$ cat src/rtl/pipe_stage_reg_pkg.sv
// Shared stage-bundle layout and constants for the generic pipeline register.
// Also holds the skid-buffer state encoding and occupancy helper.
package pipe_stage_reg_pkg;

  localparam int PC_W     = 14;
  localparam int NPC_W    = 14;
  localparam int COMMIT_W = 4;
  localparam int INSTR_W  = 32;

  typedef struct packed {
    logic [PC_W-1:0]     pc;
    logic [NPC_W-1:0]    npc;
    logic [COMMIT_W-1:0] commit;
    logic [INSTR_W-1:0]  instr;
  } stage_bundle_t;

  localparam int STAGE_W = $bits(stage_bundle_t);

  localparam logic [PC_W-1:0]     NOP_PC     = '0;
  localparam logic [NPC_W-1:0]    NOP_NPC    = '0;
  localparam logic [COMMIT_W-1:0] NOP_COMMIT = '0;
  // addi x0, x0, 0
  localparam logic [INSTR_W-1:0]  NOP_INSTR  = 32'h0000_0013;

  localparam stage_bundle_t NOP_BUNDLE = '{
    pc:     NOP_PC,
    npc:    NOP_NPC,
    commit: NOP_COMMIT,
    instr:  NOP_INSTR
  };

  typedef enum logic [1:0] {
    SKID_EMPTY = 2'd0,
    SKID_ONE   = 2'd1,
    SKID_FULL  = 2'd2
  } skid_state_e;

  function automatic logic [1:0] occ_count(
    input logic m_valid,
    input logic s_valid
  );
    return {m_valid & s_valid, m_valid ^ s_valid};
  endfunction

endpackage

$ cat src/rtl/pipe_stage_reg_skid.sv
// EMPTY/ONE/FULL control for the two-entry skid buffer.
// Produces the main/skid load and clear enables; data flops live in the top.
module pipe_skid_ctrl
  import pipe_stage_reg_pkg::*;
(
  input  logic clk_i,
  input  logic rst_n,
  input  logic flush_i,
  input  logic up_valid_i,
  input  logic dn_allow_in_i,
  output logic m_valid_o,
  output logic s_valid_o,
  output logic m_ld_in_o,
  output logic m_ld_s_o,
  output logic m_nop_o,
  output logic s_ld_in_o,
  output logic s_nop_o
);

  skid_state_e state_q, state_d;
  logic in_fire, out_fire;

  assign m_valid_o = (state_q != SKID_EMPTY);
  assign s_valid_o = (state_q == SKID_FULL);
  assign in_fire   = up_valid_i & ~s_valid_o;
  assign out_fire  = m_valid_o & dn_allow_in_i;

  always_ff @(posedge clk_i or negedge rst_n) begin
    if (!rst_n) begin
      state_q <= SKID_EMPTY;
    end else begin
      state_q <= state_d;
    end
  end

  always_comb begin
    state_d = state_q;
    if (flush_i) begin
      state_d = SKID_EMPTY;
    end else begin
      unique case (state_q)
        SKID_EMPTY: if (in_fire) state_d = SKID_ONE;
        SKID_ONE: begin
          if (in_fire && !out_fire) begin
            state_d = SKID_FULL;
          end else if (!in_fire && out_fire) begin
            state_d = SKID_EMPTY;
          end
        end
        SKID_FULL: if (out_fire) state_d = SKID_ONE;
        default:   state_d = SKID_EMPTY;
      endcase
    end
  end

  always_comb begin
    m_ld_in_o = 1'b0;
    m_ld_s_o  = 1'b0;
    m_nop_o   = flush_i;
    s_ld_in_o = 1'b0;
    s_nop_o   = flush_i;
    if (!flush_i) begin
      unique case (state_q)
        SKID_EMPTY: m_ld_in_o = in_fire;
        SKID_ONE: begin
          m_ld_in_o = in_fire & out_fire;
          s_ld_in_o = in_fire & ~out_fire;
          m_nop_o   = ~in_fire & out_fire;
        end
        SKID_FULL: begin
          m_ld_s_o = out_fire;
          s_nop_o  = out_fire;
        end
        default: m_nop_o = 1'b1;
      endcase
    end
  end

endmodule

$ cat src/rtl/pipe_stage_reg.sv
// Generic inter-stage pipeline register: single entry or two-entry skid.
// Adds occupancy and a saturating stall counter for performance analysis.
module pipe_stage_reg
  import pipe_stage_reg_pkg::*;
#(
  parameter int                DATA_W    = STAGE_W,
  parameter logic [DATA_W-1:0] NOP_VALUE = {DATA_W{1'b0}},
  parameter int                SKID_EN   = 0,
  parameter int                CNT_W     = 16
) (
  input  logic              clk_i,
  input  logic              rst_n,
  input  logic              flush_i,
  input  logic              up_valid_i,
  input  logic [DATA_W-1:0] up_data_i,
  output logic              up_allow_in_o,
  output logic              dn_valid_o,
  output logic [DATA_W-1:0] dn_data_o,
  input  logic              dn_allow_in_i,
  output logic [1:0]        occ_o,
  input  logic              stall_clr_i,
  output logic [CNT_W-1:0]  stall_cnt_o
);

  logic m_valid, s_valid;
  logic m_ld_in, m_ld_s, m_nop;
  logic s_ld_in, s_nop;

  logic [DATA_W-1:0] m_data_q, m_data_d;
  logic [DATA_W-1:0] s_data_q, s_data_d;
  logic [CNT_W-1:0]  stall_cnt_q, stall_cnt_d;

  if (SKID_EN != 0) begin : g_skid
    pipe_skid_ctrl u_ctrl (
      .clk_i         (clk_i),
      .rst_n         (rst_n),
      .flush_i       (flush_i),
      .up_valid_i    (up_valid_i),
      .dn_allow_in_i (dn_allow_in_i),
      .m_valid_o     (m_valid),
      .s_valid_o     (s_valid),
      .m_ld_in_o     (m_ld_in),
      .m_ld_s_o      (m_ld_s),
      .m_nop_o       (m_nop),
      .s_ld_in_o     (s_ld_in),
      .s_nop_o       (s_nop)
    );
    assign up_allow_in_o = ~s_valid;
  end else begin : g_single
    logic valid_q, valid_d;
    logic in_fire;

    assign up_allow_in_o = ~valid_q | dn_allow_in_i;
    assign in_fire       = up_valid_i & up_allow_in_o;

    always_comb begin
      valid_d = valid_q;
      if (flush_i) begin
        valid_d = 1'b0;
      end else if (in_fire) begin
        valid_d = 1'b1;
      end else if (dn_allow_in_i) begin
        valid_d = 1'b0;
      end
    end

    always_ff @(posedge clk_i or negedge rst_n) begin
      if (!rst_n) begin
        valid_q <= 1'b0;
      end else begin
        valid_q <= valid_d;
      end
    end

    assign m_valid = valid_q;
    assign s_valid = 1'b0;
    assign m_ld_in = ~flush_i & in_fire;
    assign m_ld_s  = 1'b0;
    assign m_nop   = flush_i | (~in_fire & dn_allow_in_i);
    assign s_ld_in = 1'b0;
    assign s_nop   = 1'b1;
  end

  always_comb begin
    m_data_d = m_data_q;
    unique case (1'b1)
      m_nop:   m_data_d = NOP_VALUE;
      m_ld_in: m_data_d = up_data_i;
      m_ld_s:  m_data_d = s_data_q;
      default: m_data_d = m_data_q;
    endcase
  end

  always_comb begin
    s_data_d = s_data_q;
    unique case (1'b1)
      s_nop:   s_data_d = NOP_VALUE;
      s_ld_in: s_data_d = up_data_i;
      default: s_data_d = s_data_q;
    endcase
  end

  // Clear beats increment; the count sticks at all-ones.
  always_comb begin
    stall_cnt_d = stall_cnt_q;
    if (stall_clr_i) begin
      stall_cnt_d = '0;
    end else if (m_valid && !dn_allow_in_i && !(&stall_cnt_q)) begin
      stall_cnt_d = stall_cnt_q + CNT_W'(1);
    end
  end

  always_ff @(posedge clk_i or negedge rst_n) begin
    if (!rst_n) begin
      m_data_q    <= NOP_VALUE;
      s_data_q    <= NOP_VALUE;
      stall_cnt_q <= '0;
    end else begin
      m_data_q    <= m_data_d;
      s_data_q    <= s_data_d;
      stall_cnt_q <= stall_cnt_d;
    end
  end

  assign dn_valid_o  = m_valid;
  assign dn_data_o   = m_data_q;
  assign occ_o       = occ_count(m_valid, s_valid);
  assign stall_cnt_o = stall_cnt_q;

endmodule

$ cat config.mk
export PLATFORM = sky130hd
export DESIGN_NAME = pipe_stage_reg
export DESIGN_NICKNAME = d
export VERILOG_FILES = /design/src/rtl/pipe_stage_reg_pkg.sv /design/src/rtl/pipe_stage_reg_skid.sv /design/src/rtl/pipe_stage_reg.sv
export SDC_FILE = /design/constraint.sdc
export NUM_CORES = 1
export LEC_CHECK = 0
export ABC_AREA = 1
export CAP_MARGIN = 5
export CORE_ASPECT_RATIO = 0.5
export CORE_MARGIN = 1.5
export CORE_UTILIZATION = 46
export DETAILED_ROUTE_END_ITERATION = 6
export GPL_ROUTABILITY_DRIVEN = 0
export MAX_ROUTING_LAYER = met4
export PLACE_DENSITY = 0.86
export SYNTH_ARGS = -nofsm -noshare
export SYNTH_HDL_FRONTEND = slang
export SYNTH_SLANG_ARGS = --single-unit
$ cat constraint.sdc
create_clock -name clk_i -period 3 [get_ports clk_i]
set_input_delay 0.9 -clock clk_i [delete_from_list [all_inputs] [get_ports clk_i]]
set_output_delay 0.9 -clock clk_i [all_outputs]
set_load 0.05 [all_outputs]
==> results of run 1 <==
-- worst min-delay path: stages (launching register included) --
cell and delay (ns):
sky130_fd_sc_hd__dfrtp_1 0.34, sky130_fd_sc_hd__nand3_1 0.07, sky130_fd_sc_hd__o21ai_1 0.06
-- synthesized netlist by cell type --
cell type	n	area, um^2
sky130_fd_sc_hd__nor2_1	17	63.8
sky130_fd_sc_hd__nor2_8	1	20.0
sky130_fd_sc_hd__buf_4	3	22.5
sky130_fd_sc_hd__xor2_1	6	52.6
sky130_fd_sc_hd__buf_2	7	35.0
sky130_fd_sc_hd__ha_1	1	12.5
sky130_fd_sc_hd__conb_1	1	3.75
sky130_fd_sc_hd__buf_6	1	11.3
sky130_fd_sc_hd__nand4_1	6	37.5
sky130_fd_sc_hd__nand2_2	1	6.26
sky130_fd_sc_hd__dfrtp_1	81	2030
sky130_fd_sc_hd__nor3_1	3	15.0
sky130_fd_sc_hd__inv_1	80	300
sky130_fd_sc_hd__nand2_1	67	251
sky130_fd_sc_hd__o21bai_1	1	7.51
sky130_fd_sc_hd__nor2_2	2	12.5
sky130_fd_sc_hd__nand3b_1	1	7.51
sky130_fd_sc_hd__o21ai_1	60	300
sky130_fd_sc_hd__inv_2	1	3.75
sky130_fd_sc_hd__nor2_4	2	22.5
sky130_fd_sc_hd__or2_1	1	6.26
sky130_fd_sc_hd__nand3_1	74	370
sky130_fd_sc_hd__a21oi_1	1	5.00
sky130_fd_sc_hd__o21ai_0	4	20.0
sky130_fd_sc_hd__clkbuf_1	12	45.0
sky130_fd_sc_hd__clkinv_1	1	3.75
sky130_fd_sc_hd__xnor2_1	1	8.76
-- registers in the layout, indices dropped and copies added, names as in the netlist --
register,flops
dn_data_o,64
dn_valid_o,1
stall_cnt_o,16
-- routing by layer --
metal  track usage  part of all wire
met1         0.288              0.43
met5             -                 0
met3        0.0566             0.041
met4         0.103             0.027
met2         0.409              0.51
-- stage by stage --
step	hold slack [ns]	setup slack [ns]	util
floorplan	0.604	0.895	-
global placement	0.491	0.276	0.707
detailed placement	0.502	0.267	0.707
CTS	0.517	0.237	0.747
global route	0.544	0.214	0.747
finish	0.510	0.242	0.747
-- cell families after synthesis --
kind of cell | Yosys count | synth area share
and+or+nand+nor | 175 | 0.221
AOI/OAI and AO/OA | 66 | 0.0906
DFF | 81 | 0.552
adders and majority gates | 1 | 0.00341
buffers and inverters | 105 | 0.115
other | 1 | 0.00102
xor gates and xnor gates | 7 | 0.0167
-- final timing paths --
kind                                              endpoint                  startpoint  cells past startpoint  slack [ns]
min in group asynchronous        dn_data_o[18]$_DFFE_PN0P_                       rst_n                      1        0.55
worst min register to register   dn_data_o[17]$_DFFE_PN0P_   dn_data_o[17]$_DFFE_PN0P_                      2        0.51
worst max register to register  stall_cnt_o[8]$_DFFE_PN0P_  stall_cnt_o[0]$_DFFE_PN0P_                      9        1.35
worst max-delay path                         up_allow_in_o               dn_allow_in_i                      4        0.24
max in group asynchronous       stall_cnt_o[3]$_DFFE_PN0P_                       rst_n                      2        1.84
worst min-delay path             dn_data_o[17]$_DFFE_PN0P_   dn_data_o[17]$_DFFE_PN0P_                      2        0.51
-- cell type report --
class,instances,share of cell area
repair buffers,158,0.287
clock inverters,4,0.0125
well taps,108,0.0241
flip-flops and latches,81,0.361
multi-input cells,250,0.220
inverters,82,0.0548
clock buffers,10,0.0408
-- power by group --
group | total [mW] | switching (mW) | internal (mW)
Combinational | 0.506 | 0.313 | 0.194
Sequential | 1.16 | 0.0254 | 1.14
Clock | 1.13 | 0.411 | 0.716
==> implementation parameters, run 1 <==
Parameter                              Value

Floorplanning
  Core Rows ... 22
  Ports placed on the boundary ... 154
  Die X-Extent ... 129 um
  Starting utilization of the core area ... 0.489
  Die Y ... 66.2 um
  Area enclosed by the die boundary ... 8560 um^2
  Floorplan core area ... 7510 um^2

CTS
  Clock transition at the registers of the reported paths ... 0.06 ns
  Maximum root-to-sink buffer count ... 2
  Clock sink count ... 81
  Total of hold buffers inserted after clock tree synthesis ... 0
  Post-cts resize count ... 0
  Clock buffer count from CTS ... 9
  Post-CTS setup-driven buffer insertion count ... 0
  Clock root cell ... sky130_fd_sc_hd__clkbuf_16
  CTS tree ... done
  Clock network latency to the later pin of the worst-skew pair ... 0.34 ns
  H-tree depth ... 3

Setup path
  Critical path arrival ... 1.86 ns
  Critical path required time ... 2.10 ns
  Type of element capturing the critical path ... primary output
  Critical-path maximum fanout ... 6
  Startpoint type of the worst setup path ... primary input
  Combined buffer and inverter count along the critical path ... 3
  Category of cells accounting for the largest share of critical-path delay ... buffers and inverters
  Slowest cell on the critical path ... sky130_fd_sc_hd__clkdlybuf4s50_1
  Worst path cell trace ... clkdlybuf4s50_1, nor2_1, inv_2, buf_12
  Maximum cell stage delay along the critical path ... 0.46 ns
  Class of the most critical setup path ... primary input to primary output

Route
  Routed via count divided by cell count ... 4.87
  DR vias ... 3,373
  Wire per inst ... 13.9 um
  Antenna-violating nets left ... 0
  TritonRoute pass-1 iters ... 5
  Number of DRC markers after the initial detailed-route iteration ... 181
  Total wire length after detailed routing ... 9630 um
  Residual DRC count ... 0

Power
  Maximum resistive drop on vdd ... 0.357 mV
  Leakage power ... 2.65 nW
  Final Total Pwr ... 2.80 mW
  Power per cell area ... 498 nW/um^2

Logic synthesis
  Sequential area share after synthesis ... 0.552
  Instance count of the mapped netlist ... 436
  Netlist cell types ... 27
  Syn_nets ... 507
  Warnings from Yosys ... 0
  Mapped Area ... 3670 um^2
  Average cell area after synthesis ... 8.42 um^2
  Yosys reg bits ... 81

Layout
  Final std cell area, no fill ... 5610 um^2
  Filler cells ... 527
  Sequential standard cell area ... 2030 um^2
  Finished Layout Cells ... 693
  Antenna cells ... 0
  Final net count ... 653
  Layout cells sized above 1 ... 0.0530
  Leading cell type in the layout, fill and taps excluded ... sky130_fd_sc_hd__clkdlybuf4s50_1
  Signed area change from the synthesized netlist to the final layout ... 52.9%
  Multi-input logic area ... 1230 um^2
  Commonest cells after routing, fill and taps aside ... sky130_fd_sc_hd__clkdlybuf4s50_1 (150), sky130_fd_sc_hd__dfrtp_1 (81), sky130_fd_sc_hd__inv_1 (80)

Placement
  Post-DP HPWL ... 6540 um
  Instance area at placement ... 5320 um^2
  Count of buffers from port buffering ... 152
  Instance count after placement with tap cells included ... 679

GRT
  Via count of the first global-routing pass ... 3,209
  Grt ovf ... 0
  Combined global-route utilization of all metal layers ... 0.244
  First-pass GRT wire length ... 15,600 um
  Number of antenna violations at the first check in global routing ... 0
  Pin count of the biggest net entering global routing ... 65

STA
  Hold Violations, Final ... 0
  Accumulated negative setup slack ... 0 ns
  Shortest period the worst path allows ... 2.76 ns
  Upper clock frequency limit ... 363 MHz
  RSZ-0062 raised after global routing ... false
  Final period util ... 0.919
  Post-route clock skew ... 0.00543 ns
  Max transition margin ... 0.636
  Slew Viols, Final ... 0
  Worst slew pin tran ... 0.544 ns
  Final setup vio count ... 0

Min path
  Hold crit path type ... register to register

Run status
  Result of the run ... finished, final reports clean

Run
  Reported max-cap violation count ... 0
No activity file was read; power rests on OpenSTA's default activity.
==> inputs of run 2 (changes only) <==
--- a/config.mk
+++ b/config.mk
@@ -9,11 +9,12 @@
 export CAP_MARGIN = 5
 export CORE_ASPECT_RATIO = 0.5
 export CORE_MARGIN = 1.5
-export CORE_UTILIZATION = 46
+export CORE_UTILIZATION = 39
 export DETAILED_ROUTE_END_ITERATION = 6
 export GPL_ROUTABILITY_DRIVEN = 0
 export MAX_ROUTING_LAYER = met4
-export PLACE_DENSITY = 0.86
+export PLACE_DENSITY = 0.78
 export SYNTH_ARGS = -nofsm -noshare
 export SYNTH_HDL_FRONTEND = slang
+export SYNTH_HIERARCHICAL = 1
 export SYNTH_SLANG_ARGS = --single-unit
==> constraint.sdc (replaced) <==
create_clock -name clk_i -period 2.5 [get_ports clk_i]
set_input_delay 0.75 -clock clk_i [delete_from_list [all_inputs] [get_ports clk_i]]
set_output_delay 0.75 -clock clk_i [all_outputs]
set_load 0.05 [all_outputs]
==> implementation parameters, run 2 <==
Parameter                              Value

Run status
  Result of the run ... finished, final reports clean

CTS
  Post-CTS setup-driven buffer insertion count ... 0
  H-tree depth ... 3
  Post-cts resize count ... 0
  CTS tree ... done
  Clock sink count ... 81
  Clock root cell ... sky130_fd_sc_hd__clkbuf_16
  Clock network latency to the later pin of the worst-skew pair ... 0.33 ns
  Total of hold buffers inserted after clock tree synthesis ... 0
  Clock transition at the registers of the reported paths ... 0.06 ns
  Clock buffer count from CTS ... 9
  Maximum root-to-sink buffer count ... 2

Route
  Total wire length after detailed routing ... 10,000 um
  Wire per inst ... 14.3 um
  TritonRoute pass-1 iters ... 4
  Residual DRC count ... 0
  Antenna-violating nets left ... 0
  Number of DRC markers after the initial detailed-route iteration ... 170
  DR vias ... 3,432
  Routed via count divided by cell count ... 4.87

Floorplanning
  Starting utilization of the core area ... 0.412
  Die X-Extent ... 140 um
  Area enclosed by the die boundary ... 10,000 um^2
  Ports placed on the boundary ... 154
  Floorplan core area ... 8920 um^2
  Core Rows ... 24
  Die Y ... 71.6 um

Logic synthesis
  Most numerous cell types in the synthesized netlist ... sky130_fd_sc_hd__dfrtp_1 (81), sky130_fd_sc_hd__inv_1 (80), sky130_fd_sc_hd__nand3_1 (74)
  Dominant combinational cell family by area after synthesis ... simple AND/OR/NAND/NOR gates
  Mapped Area ... 3670 um^2
  Warnings from Yosys ... 6
  Fraction of the mapped netlist area in compound gates ... 0.0906
  Share of async-settable or async-resettable flops after synthesis ... 1.00
  Average cell area after synthesis ... 8.42 um^2
  Post-Synth Adder-Cell Area ... 0.00341
  Primary FF master, synth ... sky130_fd_sc_hd__dfrtp_1
  Instance count of the mapped netlist ... 436
  Count of flip-flops with a built-in enable after synthesis ... 0
  Syn_nets ... 507
  Cell type with the highest aggregate area in the netlist ... sky130_fd_sc_hd__dfrtp_1
  Share of synthesized cell area in and, or, nand and nor gates ... 0.221
  Leading post-synthesis cells by cell area ... sky130_fd_sc_hd__dfrtp_1 (55%), sky130_fd_sc_hd__nand3_1 (10%), sky130_fd_sc_hd__inv_1 (8.2%)
  Fraction of synthesized area in multiplexers ... 0
  Yosys reg bits ... 81
  Netlist cell types ... 27
  Post-synthesis share of cell area spent on xor and xnor gates ... 0.0167
  Sequential area share after synthesis ... 0.552
  Most numerous cell in the Yosys netlist ... sky130_fd_sc_hd__dfrtp_1
  Area share of the largest cell type after synthesis ... 0.552

Layout
  Leading cell type in the layout, fill and taps excluded ... sky130_fd_sc_hd__clkdlybuf4s50_1
  Layout cells sized above 1 ... 0.0561
  Filler cells ... 752
  Commonest cells after routing, fill and taps aside ... sky130_fd_sc_hd__clkdlybuf4s50_1 (150), sky130_fd_sc_hd__dfrtp_1 (81), sky130_fd_sc_hd__inv_1 (80)
  Signed area change from the synthesized netlist to the final layout ... 53.9%
  Flip-flop count of the largest register after layout ... 64
  Finished Layout Cells ... 705
  Final net count ... 655
  Antenna cells ... 0

Setup path
  Minimum setup slack among reg-to-reg paths ... 0.86 ns
  Crit path to ... stall_cnt_o[7]
  Worst path cell trace ... clkdlybuf4s50_1
  Critical register-to-register path startpoint ... stall_cnt_o[1]$_DFFE_PN0P_
  Slowest cell on the critical path ... sky130_fd_sc_hd__clkdlybuf4s50_1
  Type of element capturing the critical path ... primary output
  Critical path arrival ... 1.64 ns
  Total number of cells along the worst setup path ... 1
  Endpoint of the worst-slack reg-to-reg timing path ... stall_cnt_o[0]$_DFFE_PN0P_
  Class of the most critical setup path ... register to primary output
  Combined buffer and inverter count along the critical path ... 1
  Critical-path maximum fanout ... 6
  Setup crit start ... stall_cnt_o[7]$_DFFE_PN0P_
  Number of cells on the worst reg-to-reg path ... 9
  Critical path required time ... 1.75 ns
  Startpoint type of the worst setup path ... register
  Maximum cell stage delay along the critical path ... 0.85 ns
  Category of cells accounting for the largest share of critical-path delay ... buffers and inverters

Power
  Switching component of the power ... 909 uW
  Int Power ... 2.50 mW
  Flop pwr share ... 0.410
  Gate power share ... 0.181
  Leakage power ... 2.66 nW
  Switching Fraction ... 0.267
  Power share of the clock group ... 0.410
  Maximum resistive drop on vdd ... 0.359 mV
  Power per cell area ... 602 nW/um^2

GRT
  Pin count of the biggest net entering global routing ... 82
  Grt ovf ... 0
  First-pass GRT wire length ... 16,200 um
  Number of antenna violations at the first check in global routing ... 0
  Combined global-route utilization of all metal layers ... 0.212
  Via count of the first global-routing pass ... 3,341

STA
  Final critical-path setup slack ... 0.114 ns
  Accumulated negative setup slack ... 0 ns
  Post-route clock skew ... 0.00459 ns
  Hold Violations, Final ... 0
  Final setup vio count ... 0
  Upper clock frequency limit ... 419 MHz
  Slew Viols, Final ... 0
  RSZ-0062 raised after global routing ... false
  Shortest period the worst path allows ... 2.39 ns
  Final period util ... 0.954
  Max transition margin ... 0.637
  Worst slew pin tran ... 0.542 ns

Placement
  Count of buffers from port buffering ... 152
  Post-DP HPWL ... 6800 um
  Instance count after placement with tap cells included ... 690
  Post-Place Worst Slack ... 0.136 ns

Min path
  Hold crit path type ... primary input to asynchronous set/reset pin

Run
  Reported max-cap violation count ... 0
run 2: cell counts after synthesis:
No cell type changed its count.
run 2: per-layer routing:
layer	vias to the layer above	part of all wire	global-route usage
met3	29	0.041	0.0461
met2	94	0.51	0.369
met4	0	0.033	0.0936
met1	1627	0.42	0.240
met5	-	0	-
li1	1682	-	-
run 2: power groups by stage:
stage	Sequential (mW)	Combinational [mW]	Clock, mW
2_1_floorplan	1.61	0.129	0
3_3_place_gp	1.42	0.611	0
3_5_place_dp	1.42	0.617	0
4_1_cts	1.40	0.620	1.43
5_1_grt	1.40	0.649	1.48
6_report	1.40	0.615	1.39
run 2: how the worst min path moves through the flow:
stage / depth (start not counted) / to / slack, ns
2_1_floorplan: 0 / dn_data_o[0]$_DFFE_PN0P_ / 0.45
3_3_place_gp: 2 / dn_data_o[37]$_DFFE_PN0P_ / 0.49
3_5_place_dp: 2 / dn_data_o[39]$_DFFE_PN0P_ / 0.50
4_1_cts: 2 / dn_data_o[39]$_DFFE_PN0P_ / 0.46
5_1_grt: 2 / dn_data_o[28]$_DFFE_PN0P_ / 0.46
6_report: 2 / dn_data_o[39]$_DFFE_PN0P_ / 0.44
run 2: kinds of logic (layout without fill, tap and decap cells):
family	count (synthesis)	in the layout
AO/OA/AOI/OAI	66	66
XOR/XNOR	7	7
adder cells (fa/ha/maj)	1	1
buffers and inverters	105	257
flip-flops	81	81
other	1	1
AND/OR/NAND/NOR	175	175
run 2: through the flow:
| stage | hold WS, ns | cell area [um^2] | power [mW] | utilization |
|---|---|---|---|---|
| 2_1_floorplan | 0.454 | 3670 | 1.74 | - |
| 3_3_place_gp | 0.491 | 5340 | 2.03 | 0.599 |
| 3_5_place_dp | 0.503 | 5340 | 2.04 | 0.599 |
| 4_1_cts | 0.460 | 5650 | 3.44 | 0.634 |
| 5_1_grt | 0.459 | 5650 | 3.53 | 0.634 |
| 6_report | 0.438 | 5650 | 3.40 | 0.634 |
run 2: final cells by class:
cell class / count / area [um^2] / area share
Tap cell: 117 / 146 / 0.0259
Inverter: 82 / 308 / 0.0544
Multi-Input combinational cell: 250 / 1230 / 0.218
Clock inverter: 3 / 65.1 / 0.0115
Timing Repair Buffer: 160 / 1630 / 0.288
Sequential cell: 81 / 2030 / 0.359
Clock buffer: 12 / 246 / 0.0436
==> inputs of run 3 (changes only) <==
--- a/config.mk
+++ b/config.mk
@@ -7,7 +7,7 @@
 export LEC_CHECK = 0
 export ABC_AREA = 1
 export CAP_MARGIN = 5
-export CORE_ASPECT_RATIO = 0.5
+export CORE_ASPECT_RATIO = 0.75
 export CORE_MARGIN = 1.5
 export CORE_UTILIZATION = 39
 export DETAILED_ROUTE_END_ITERATION = 6
==> constraint.sdc (replaced) <==
create_clock -name clk_i -period 2.1 [get_ports clk_i]
set_input_delay 0.63 -clock clk_i [delete_from_list [all_inputs] [get_ports clk_i]]
set_output_delay 0.63 -clock clk_i [all_outputs]
set_load 0.05 [all_outputs]
==> implementation parameters, run 3 (synthesis gave the netlist of run 2 again) <==
Parameter                              Value

CTS
  Maximum root-to-sink buffer count ... 2
  Clock transition at the registers of the reported paths ... 0.06 ns
  Clock network latency to the later pin of the worst-skew pair ... 0.33 ns
  Clock buffer count from CTS ... 9
  Clock sink count ... 81
  H-tree depth ... 3
  Post-CTS setup-driven buffer insertion count ... 0
  Clock root cell ... sky130_fd_sc_hd__clkbuf_16
  CTS tree ... done

Route
  DR vias ... 3,392
  Wire per inst ... 13.1 um
  Total wire length after detailed routing ... 9460 um
  Length of routed wiring on met1 ... 4270 um
  Antenna-violating nets left ... 0
  TritonRoute pass-1 iters ... 4
  Routed via count divided by cell count ... 4.70
  Number of DRC markers after the initial detailed-route iteration ... 174
  Residual DRC count ... 0
  Sum of met2 wire segment lengths after detailed routing ... 4490 um
  Max Used Layer ... met4
  Met3 wire len ... 590 um

Layout
  Flip-flop count of the largest register after layout ... 64
  Leading cell type in the layout, fill and taps excluded ... sky130_fd_sc_hd__buf_4
  Signed area change from the synthesized netlist to the final layout ... 51.2%
  Commonest cells after routing, fill and taps aside ... sky130_fd_sc_hd__buf_4 (88), sky130_fd_sc_hd__dfrtp_1 (81), sky130_fd_sc_hd__inv_1 (80)
  Multi-input logic area ... 1240 um^2
  Final net count ... 659
  Layout cells sized above 1 ... 0.202
  Antenna cells ... 0
  Sequential standard cell area ... 2030 um^2
  Filler cells ... 823

Placement
  Post-DP HPWL ... 6690 um
  Post-Place Worst Slack ... -0.0588 ns
  Count of buffers from port buffering ... 152

Setup path
  Class of the most critical setup path ... primary input to primary output
  Critical-path maximum fanout ... 3
  Critical path arrival ... 1.43 ns
  Type of element capturing the critical path ... primary output
  Startpoint type of the worst setup path ... primary input
  Critical path required time ... 1.47 ns

Floorplanning
  Starting utilization of the core area ... 0.404
  Floorplan core area ... 9080 um^2
  Core Rows ... 30
  Area enclosed by the die boundary ... 10,000 um^2
  Die X-Extent ... 115 um
  Ports placed on the boundary ... 154
  Die Y ... 87.0 um

STA
  Final setup vio count ... 0
  Slew Viols, Final ... 0
  Accumulated negative setup slack ... 0 ns
  Shortest period the worst path allows ... 2.06 ns
  Hold Violations, Final ... 0
  RSZ-0062 raised after global routing ... false
  Upper clock frequency limit ... 486 MHz
  Final critical-path setup slack ... 0.0405 ns
  Post-route clock skew ... 0.00695 ns
  Final period util ... 0.981

GRT
  Via count of the first global-routing pass ... 3,238
  Pin count of the biggest net entering global routing ... 82
  Number of antenna violations at the first check in global routing ... 0
  Grt ovf ... 0
  Combined global-route utilization of all metal layers ... 0.203
  First-pass GRT wire length ... 15,600 um

Power
  Int Power ... 3.06 mW
  Switching Fraction ... 0.267
  Maximum resistive drop on vdd ... 0.399 mV
  Power share of the clock group ... 0.430
  Switching component of the power ... 1.11 mW
  Leakage power ... 2.86 nW
  Flop pwr share ... 0.399
  Gate power share ... 0.171
  Power per cell area ... 752 nW/um^2

Run
  Reported max-cap violation count ... 0

Min path
  Hold crit path type ... primary input to asynchronous set/reset pin

Run status
  Result of the run ... finished, final reports clean
==> run 3: final cells by class <==
type,count,area share
sequential,81,0.365
timing repair buffer,164,0.266
multi-input combinational,250,0.223
inverter,82,0.0554
clock buffer,10,0.0412
tap,128,0.0288
clock inverter,6,0.0207
==> run 3: per-stage QoR <==
| step | cell area [um^2] | power [mW] | hold slack, ns | std cells | util |
|---|---|---|---|---|---|
| 2_1_floorplan | 3670 | 2.07 | 0.334 | 436 | - |
| 3_3_place_gp | 5210 | 2.40 | 0.494 | 705 | 0.574 |
| 3_5_place_dp | 5210 | 2.41 | 0.506 | 705 | 0.574 |
| 4_1_cts | 5550 | 4.23 | 0.338 | 721 | 0.611 |
| 5_1_grt | 5550 | 4.34 | 0.351 | 721 | 0.611 |
| 6_report | 5550 | 4.17 | 0.314 | 721 | 0.611 |
==> run 3: worst max-delay path, stage by stage <==
cell and delay (ns):
sky130_fd_sc_hd__clkdlybuf4s50_1 0.45, sky130_fd_sc_hd__nor2_2 0.13, sky130_fd_sc_hd__inv_2 0.07, sky130_fd_sc_hd__buf_12 0.15
==> run 3: power by group through the flow <==
stage | combinational [mW] | sequential, mW | clock (mW)
finish | 0.713 | 1.66 | 1.80
global route | 0.762 | 1.67 | 1.91
CTS | 0.722 | 1.67 | 1.84
detailed placement | 0.722 | 1.69 | 0
global placement | 0.712 | 1.69 | 0
floorplan | 0.153 | 1.92 | 0
==> run 3: final timing paths <==
kind	slack [ns]	cells after the start	to	from
worst max-delay path	0.04	4	up_allow_in_o	dn_allow_in_i
worst min-delay path	0.31	2	dn_data_o[31]$_DFFE_PN0P_	rst_n
worst max register to register	0.44	9	stall_cnt_o[13]$_DFFE_PN0P_	stall_cnt_o[1]$_DFFE_PN0P_
worst min register to register	0.51	2	dn_data_o[34]$_DFFE_PN0P_	dn_data_o[34]$_DFFE_PN0P_
max in group asynchronous	1.43	2	stall_cnt_o[11]$_DFFE_PN0P_	rst_n
min in group clk_i	0.51	2	dn_data_o[34]$_DFFE_PN0P_	dn_data_o[34]$_DFFE_PN0P_
==> run 3: layer usage <==
layer	global-route usage	vias up
met4	0.0617	0
met3	0.0473	12
met2	0.323	123
li1	-	1680
met1	0.262	1577
met5	-	-
==> run 3: what timing repair did <==
item	CTS	global route
pin swaps	0	1
resized for setup	3	0
hold buffers	0	0
endpoints found under the setup margin	3	1
